--- src/rtl/ahb_lite_decode_mux.sv ---
// AHB-Lite single-master decode/response slice: address decode to N slaves,
// registered data-phase select, response mux and a built-in ERROR default slave.
module ahb_lite_decode_mux #(
    parameter int unsigned                NUM_SLAVES = 3,
    parameter logic [NUM_SLAVES*32-1:0]   SLV_BASE   = {32'h1F800000, 32'h00000000, 32'h1FC00000},
    parameter logic [NUM_SLAVES*32-1:0]   SLV_MASK   = {32'h1FC00000, 32'h10000000, 32'h1FC00000},
    parameter int unsigned                CNT_W      = 8
) (
    input  logic                       HCLK,
    input  logic                       HRESETn,
    input  logic [31:0]                HADDR,
    input  logic [1:0]                 HTRANS,
    output logic [NUM_SLAVES-1:0]      HSEL,
    input  logic [NUM_SLAVES*32-1:0]   HRDATA_S,
    input  logic [NUM_SLAVES-1:0]      HREADYOUT_S,
    input  logic [NUM_SLAVES-1:0]      HRESP_S,
    output logic [31:0]                HRDATA,
    output logic                       HREADY,
    output logic                       HRESP,
    output logic [CNT_W-1:0]           DECERR_CNT
);

    localparam int unsigned DW = 32;

    typedef enum logic [1:0] {
        DS_IDLE = 2'd0,
        DS_ERR1 = 2'd1,
        DS_ERR2 = 2'd2
    } ds_state_t;

    // Reject unsupported slave counts at elaboration
    if (NUM_SLAVES < 1 || NUM_SLAVES > 8) begin : g_bad_num_slaves
        $fatal(1, "ahb_lite_decode_mux: NUM_SLAVES must be in 1..8");
    end

    logic [NUM_SLAVES-1:0] hsel_dec;
    logic                  miss;
    logic [NUM_SLAVES-1:0] sel_dp;
    logic                  def_dp;
    ds_state_t             ds_state;
    ds_state_t             ds_next;
    logic                  ds_ready;
    logic                  ds_resp;
    logic                  err_entry;
    logic                  slv_active;
    logic [DW-1:0]         slv_rdata;
    logic                  slv_ready;
    logic                  slv_resp;
    logic [CNT_W-1:0]      err_cnt;
    logic                  unused_htrans0;

    assign unused_htrans0 = HTRANS[0];

    // Address decode: lowest-index match wins, independent of HTRANS
    always_comb begin
        hsel_dec = '0;
        miss     = 1'b1;
        for (int unsigned i = 0; i < NUM_SLAVES; i++) begin
            if (miss && ((HADDR & SLV_MASK[32*i +: 32]) == SLV_BASE[32*i +: 32])) begin
                hsel_dec[i] = 1'b1;
                miss        = 1'b0;
            end
        end
    end

    assign HSEL = hsel_dec;

    // Data-phase select, captured only when the bus accepts an address phase
    always_ff @(posedge HCLK or negedge HRESETn) begin
        if (!HRESETn) begin
            sel_dp <= '0;
            def_dp <= 1'b0;
        end else if (HREADY) begin
            sel_dp <= hsel_dec;
            def_dp <= miss;
        end
    end

    // Selected-slave response; ready reads 1 when no mapped slave owns the data phase
    always_comb begin
        slv_active = 1'b0;
        slv_rdata  = '0;
        slv_ready  = 1'b1;
        slv_resp   = 1'b0;
        for (int unsigned i = 0; i < NUM_SLAVES; i++) begin
            if (!def_dp && sel_dp[i]) begin
                slv_active = 1'b1;
                slv_rdata  = HRDATA_S[32*i +: 32];
                slv_ready  = HREADYOUT_S[i];
                slv_resp   = HRESP_S[i];
            end
        end
    end

    // Master-side response mux: mapped slave or default slave
    always_comb begin
        HRDATA = slv_rdata;
        HREADY = slv_active ? slv_ready : ds_ready;
        HRESP  = slv_active ? slv_resp  : ds_resp;
    end

    // Default slave state register
    always_ff @(posedge HCLK or negedge HRESETn) begin
        if (!HRESETn) begin
            ds_state <= DS_IDLE;
        end else begin
            ds_state <= ds_next;
        end
    end

    // Default slave next state and outputs; in IDLE its own ready is 1, so slv_ready equals HREADY
    always_comb begin
        ds_next   = ds_state;
        ds_ready  = 1'b1;
        ds_resp   = 1'b0;
        err_entry = 1'b0;
        case (ds_state)
            DS_IDLE: begin
                if (slv_ready && miss && HTRANS[1]) begin
                    ds_next   = DS_ERR1;
                    err_entry = 1'b1;
                end
            end
            DS_ERR1: begin
                ds_ready = 1'b0;
                ds_resp  = 1'b1;
                ds_next  = DS_ERR2;
            end
            DS_ERR2: begin
                ds_resp = 1'b1;
                if (miss && HTRANS[1]) begin
                    ds_next   = DS_ERR1;
                    err_entry = 1'b1;
                end else begin
                    ds_next = DS_IDLE;
                end
            end
            default: begin
                ds_next = DS_IDLE;
            end
        endcase
    end

    // Saturating count of unmapped active transfers
    always_ff @(posedge HCLK or negedge HRESETn) begin
        if (!HRESETn) begin
            err_cnt <= '0;
        end else if (err_entry && (err_cnt != {CNT_W{1'b1}})) begin
            err_cnt <= err_cnt + CNT_W'(1);
        end
    end

    assign DECERR_CNT = err_cnt;

endmodule

--- config.mk ---
export PLATFORM = sky130hd
export DESIGN_NAME = ahb_lite_decode_mux
export DESIGN_NICKNAME = d
export VERILOG_FILES = /design/src/rtl/ahb_lite_decode_mux.sv
export SDC_FILE = /design/constraint.sdc
export NUM_CORES = 1
export LEC_CHECK = 0
export CAP_MARGIN = 20
export CELL_PAD_IN_SITES_DETAIL_PLACEMENT = 0
export CELL_PAD_IN_SITES_GLOBAL_PLACEMENT = 2
export CORE_ASPECT_RATIO = 1.2
export CORE_MARGIN = 3
export CORE_UTILIZATION = 11
export DETAILED_ROUTE_END_ITERATION = 12
export PLACE_DENSITY_LB_ADDON = 0.1
export SLEW_MARGIN = 20
export SYNTH_ARGS = -nofsm -noshare
export SYNTH_HDL_FRONTEND = slang
export SYNTH_SLANG_ARGS = --single-unit
--- constraint.sdc ---
create_clock -name HCLK -period 1.8 [get_ports HCLK]
set_input_delay 0.36 -clock HCLK [delete_from_list [all_inputs] [get_ports HCLK]]
set_output_delay 0.36 -clock HCLK [all_outputs]
set_load 0.1 [all_outputs]
**Yosys cells after proc, flatten, opt, wreduce, memory -nomap -nowiden**

Index checks and enable logic that the tools add are counted.

- Output and inout port bits: 45
- Flip-flop bits (word level): 14
- Word-level logic and storage cells: 52
- Input bits: 138

- Equality and inequality tests: 6
- Add/subtract/negate cells: 1
- Reductions and logical operators: 13
- Muxes and demuxes: 28

Operators with widths:

| cell | number |
|---|---|
| 32-bit two-way mux | 3 |
| 32-bit zero test | 1 |
| 1-bit two-way mux | 22 |
| 7-bit == test, second input constant | 2 |
| 1-bit logical AND | 9 |
| 8-bit by 1-bit adder with 8-bit output, second input constant | 1 |
| 8-bit inequality test, second input constant | 1 |
| 2-bit case mux with 3 select lines | 1 |
| 2-bit by 1-bit == test with 1-bit output, second input constant | 1 |
| 2-bit == test, second input constant | 1 |
| 2-bit zero test | 1 |
| 2-bit two-way mux | 1 |
| 2-bit inequality test, second input constant | 1 |
| 1-bit case mux with 2 select lines | 1 |
| 2-bit OR reduction | 1 |
| 1-bit zero test | 1 |

**Longest topological paths before layout**

Gate-level depths: netlist (run 1).

- Depth in word-level cells: 11
- Mapped depth: 6
- Mapped depth without buffers: 6

**Least setup slack after synthesis (run 1)**

OpenSTA, ideal clock, no wires.

- Path type: input port to flip-flop
- From: input port HADDR[28]
- To: register sel_dp[2]
- Setup time: 0.079 ns
- Data required time: 1.721 ns
- Stages: 3
- Buffers on the path: 0
- Arrival time: 3.392 ns
- Path slack: -1.672 ns
- Cell sequence: inv_1 -> nor3_1 -> mux2_2

- Cells in the longest elaborated chain, start to end: 6
- Elaborated cells on any way between the ends: 8
- Classes of those cells: 2 x eq/ne; 3 x mux; 3 x reduce/logical

RTL lines:

| what | line | RTL |
|---|---|---|
| from (decl) | 11 | `input logic [31:0] HADDR,` |
| 7-bit == test | 59 | `if (miss && ((HADDR & SLV_MASK[32*i +: 32]) == SLV_BASE[32*i +: 32])) begin` |
| 1-bit two-way mux | 59 |  |
| 1-bit logical AND | 59 |  |
| 1-bit two-way mux | 59 |  |
| 1-bit logical AND (*) | 59 |  |
| 1-bit two-way mux (*) | 59 |  |
| named net HSEL[2] | 13 | `output logic [NUM_SLAVES-1:0] HSEL,` |
| to (signal assigned) | 74 | `sel_dp <= hsel_dec;` |
| to (decl) | 38 | `logic [NUM_SLAVES-1:0] sel_dp;` |

The timed path passes the listed nets; every way through them passes the cells marked *.
A chain may end at the register's enable or synchronous reset.

**Worst setup path after layout (run 1)**

- From: register def_dp
- To: output port HRDATA[25]

- Cells in the longest elaborated chain, start to end: 5
- Elaborated cells on any way between the ends: 7
- Classes of those cells: 3 x mux; 4 x reduce/logical

RTL lines:

| what | line | RTL |
|---|---|---|
| from (decl) | 39 | `logic def_dp;` |
| from (signal assigned) | 75 | `def_dp <= miss;` |
| 1-bit zero test (*) | 86 | `if (!def_dp && sel_dp[i]) begin` |
| 1-bit logical AND | 86 |  |
| 32-bit two-way mux (2 in series) | 86 |  |
| 32-bit two-way mux (*) | 86 |  |
| to (decl) | 17 | `output logic [31:0] HRDATA,` |

Every way passes the cells marked *; elsewhere a longest branch is shown, timed or not.

==> flow_summary.json, run 1 <==
{
  "status": "complete, but fails checks",
  "violations": "negative setup slack",
  "crit_type": "flip-flop to primary output",
  "yosys.area.top_type": "dfrtp_1",
  "first_iter_violations": 57,
  "synth-simple-area-share": 0.289,
  "insertion_delay_ns": 0.24,
  "max_freq_ghz": 0.485,
  "ys_ff_latch": 14,
  "maxCapViolCount": 0,
  "place_area_um2": 4350,
  "hold_viol": 0,
  "root_buffer": "clkbuf_16",
  "mostFrequentLayoutCell": "clkdlybuf4s50_1",
  "ant_nets": 0,
  "io_buffers": 156,
  "synth_warnings": 0,
  "pwr-share-comb": 0.858,
  "drc": 0,
  "cts.sinks": 14,
  "seq_area_frac_synth": 0.246,
  "reg2reg_depth": 6,
  "ys_types": 34,
  "hp-class": "primary input to async pin",
  "grt_pass1_vias": 2365,
  "endpoint_kind": "primary output",
  "core_um2": 12400,
  "power_leakage_nw": 1.89,
  "regToRegEndpoint": "sel_dp[0]$_DFFE_PN0P_",
  "h-tree-depth": 1,
  "power_switching_mw": 4.01,
  "min_period_ns": 2.06,
  "worst_ep_required_time_ns": 1.44,
  "die_area_um2": 14400,
  "dp_hpwl_um": 6570,
  "path_clk_slew_ns": 0.05,
  "reg2reg_from": "sel_dp[1]$_DFFE_PN0P_",
  "wl_per_cell_um": 17.1,
  "initial_core_util": 0.115,
  "whs_ns": 0.430,
  "gp_congestion": 0.721,
  "p_per_area_nw_per_um2": 1390,
  "die_h_um": 131,
  "multi_input_area_um2": 1930,
  "nets": 531,
  "synthMuxAreaShare": 0.0333,
  "firstDrtPassIters": 4,
  "viasPerCell": 4.13,
  "final_cell_mix": "106 x clkdlybuf4s50_1, 63 x nor2_4, 52 x buf_12",
  "synth_top_family_by_area": "compound AO/OA/AOI/OAI gates",
  "io_pins": 183,
  "arrival_ns": 1.70,
  "peakVddDrop_v": 0.00103,
  "synth_compound_area_frac": 0.293,
  "synth.top_cell.area_share": 0.246,
  "cts_tree": "done",
  "clock_path_buffers": 2,
  "setup_viol": 36,
  "ys_top_cells_by_area": "dfrtp_1 25%, a221oi_1 20%, nor2_1 18%",
  "vias": 2261,
  "pwr-share-seq": 0.084,
  "postCtsHoldBufs": 0,
  "antenna_found_initial": 0,
  "maxSlewHeadroom": 0.799,
  "syn_inst": 194,
  "synth_area_um2": 1430,
  "seqCellArea_um2": 365,
  "min_period_over_period": 1.15,
  "rrSetupSlack_ns": -0.02,
  "syn-mean-instance-area_um2": 7.35,
  "syn_nets": 338,
  "netSwitchingFraction": 0.553,
  "die_w_um": 110,
  "final_area_um2": 5210,
  "nFillCells": 1176,
  "grt_max_degree": 22,
  "cts_made_buffers": 3,
  "synth_xor_area_frac": 0.0307,
  "internal_power_mw": 3.24,
  "tightestPinTransition_ns": 0.301,
  "wl_um": 9370,
  "fin_ws_ns": -0.261,
  "drive_above_1_share": 0.567,
  "grt.total_usage": 0.123,
  "syn_to_final_growth_pct": 266,
  "finClkSkew_ns": 0.00390,
  "grt_pass1_wl_um": 13700,
  "worstPathMaxFanout": 8,
  "rows": 44,
  "slew_viol_final": 0,
  "diodes": 0,
  "gr-total-overflow": 0,
  "rsz0062_at_grt": "true",
  "synthAdderAreaFrac": 0.0526,
  "clockPowerShare": 0.059,
  "critPathLaunchType": "flip-flop"
}
## power groups by stage
| stage | Combinational (mW) | Clock [mW] | Sequential, mW |
|---|---|---|---|
| floorplan | 3.06 | 0 | 0.966 |
| global placement | 5.92 | 0 | 0.614 |
| detailed placement | 5.93 | 0 | 0.609 |
| CTS | 6.11 | 0.439 | 0.605 |
| global route | 6.45 | 0.461 | 0.627 |
| finish | 6.22 | 0.424 | 0.606 |
## cell families after synthesis
kind of cell,count (synthesis)
xor gates and xnor gates,5
DFF,14
adders and majority gates,6
AOI/OAI and AO/OA,51
muxes,4
buffers and inverters,19
and+or+nand+nor,95
## cell type report
cell class / count / area share
repair buffers: 203 / 0.502
multi-input cells: 161 / 0.371
flip-flops and latches: 14 / 0.0701
well taps: 161 / 0.0386
clock buffers: 4 / 0.0151
inverters: 4 / 0.00288
## timing repair
action | 4_1_cts | 5_1_grt
endpoints found under the hold margin | 0 | 0
setup endpoints to repair | 36 | 46
buffers inserted | 12 | 1
pin swaps | 39 | 26
gates cloned | 5 | 4
gates resized for setup | 114 | 24
## how the worst max path moves through the flow
stage / start / to / slack [ns] / depth (start not counted)
global placement: HREADYOUT_S[0] / HREADY / -0.23 / 5
global route: def_dp$_DFFE_PN0P_ / HRESP / -0.34 / 6
floorplan: HADDR[28] / sel_dp[2]$_DFFE_PN0P_ / -0.25 / 3
finish: def_dp$_DFFE_PN0P_ / HRDATA[25] / -0.26 / 7
CTS: sel_dp[0]$_DFFE_PN0P_ / HRDATA[7] / -0.27 / 7
detailed placement: HREADYOUT_S[0] / HREADY / -0.25 / 5
## per-stage QoR
step / utilization / setup WS [ns] / TNS, ns / instances / power [mW]
3_5_place_dp: 0.351 / -0.255 / -3.73 / 550 / 6.54
2_1_floorplan: - / -0.253 / -5.28 / 194 / 4.03
6_report: 0.421 / -0.261 / -8.05 / 547 / 7.25
3_3_place_gp: 0.351 / -0.227 / -4.45 / 550 / 6.53
4_1_cts: 0.402 / -0.266 / -8.21 / 543 / 7.16
5_1_grt: 0.421 / -0.337 / -10.67 / 547 / 7.54
## metal layers
layer | global-route usage | vias to the layer above | wire [um]
met1 | 0.151 | 1060 | 3740
met2 | 0.226 | 90 | 4870
met3 | 0.0246 | 2 | 745
met4 | 0.0125 | 0 | 13
met5 | 0 | - | 0
li1 | - | 1109 | -
## flip-flops by register name (all words and copies together), names as in the netlist
| signal | flops |
|---|---|
| def_dp | 1 |
| sel_dp | 3 |
| DECERR_CNT | 8 |
| ds_state | 2 |
## worst max-delay path: stages (launching register included)
cell and delay (ns):
dfrtp_2 0.43, buf_4 0.15, buf_4 0.13, nand2b_4 0.19
clkbuf_16 0.22, nor2_4 0.11, nor2_4 0.05, buf_12 0.17
## synthesized netlist by cell type (all sizes together)
master and instances:
nor2 67, a221oi 32, dfrtp 14, clkbuf 11
a21oi 7, ha 6, nand3 6, nand2 5
xnor2 5, and3 4, buf 4, inv 4
nor2b 4, nor3 4, mux2 3, o21ai 3
a22oi 2, nor3b 2, a21o 1, a31oi 1
a32o 1, mux2i 1, nand2b 1, nand3b 1
o211ai 1, o31a 1, o31ai 1, o32ai 1
or2 1
No activity file was read; power rests on OpenSTA's default activity.
==> inputs of run 2 (changes only) <==
Settings changed: ABC_CLOCK_PERIOD_IN_PS set to 1800.
==> results of run 2 <==
Final layout, timing and power as in run 1 (identical DEF).
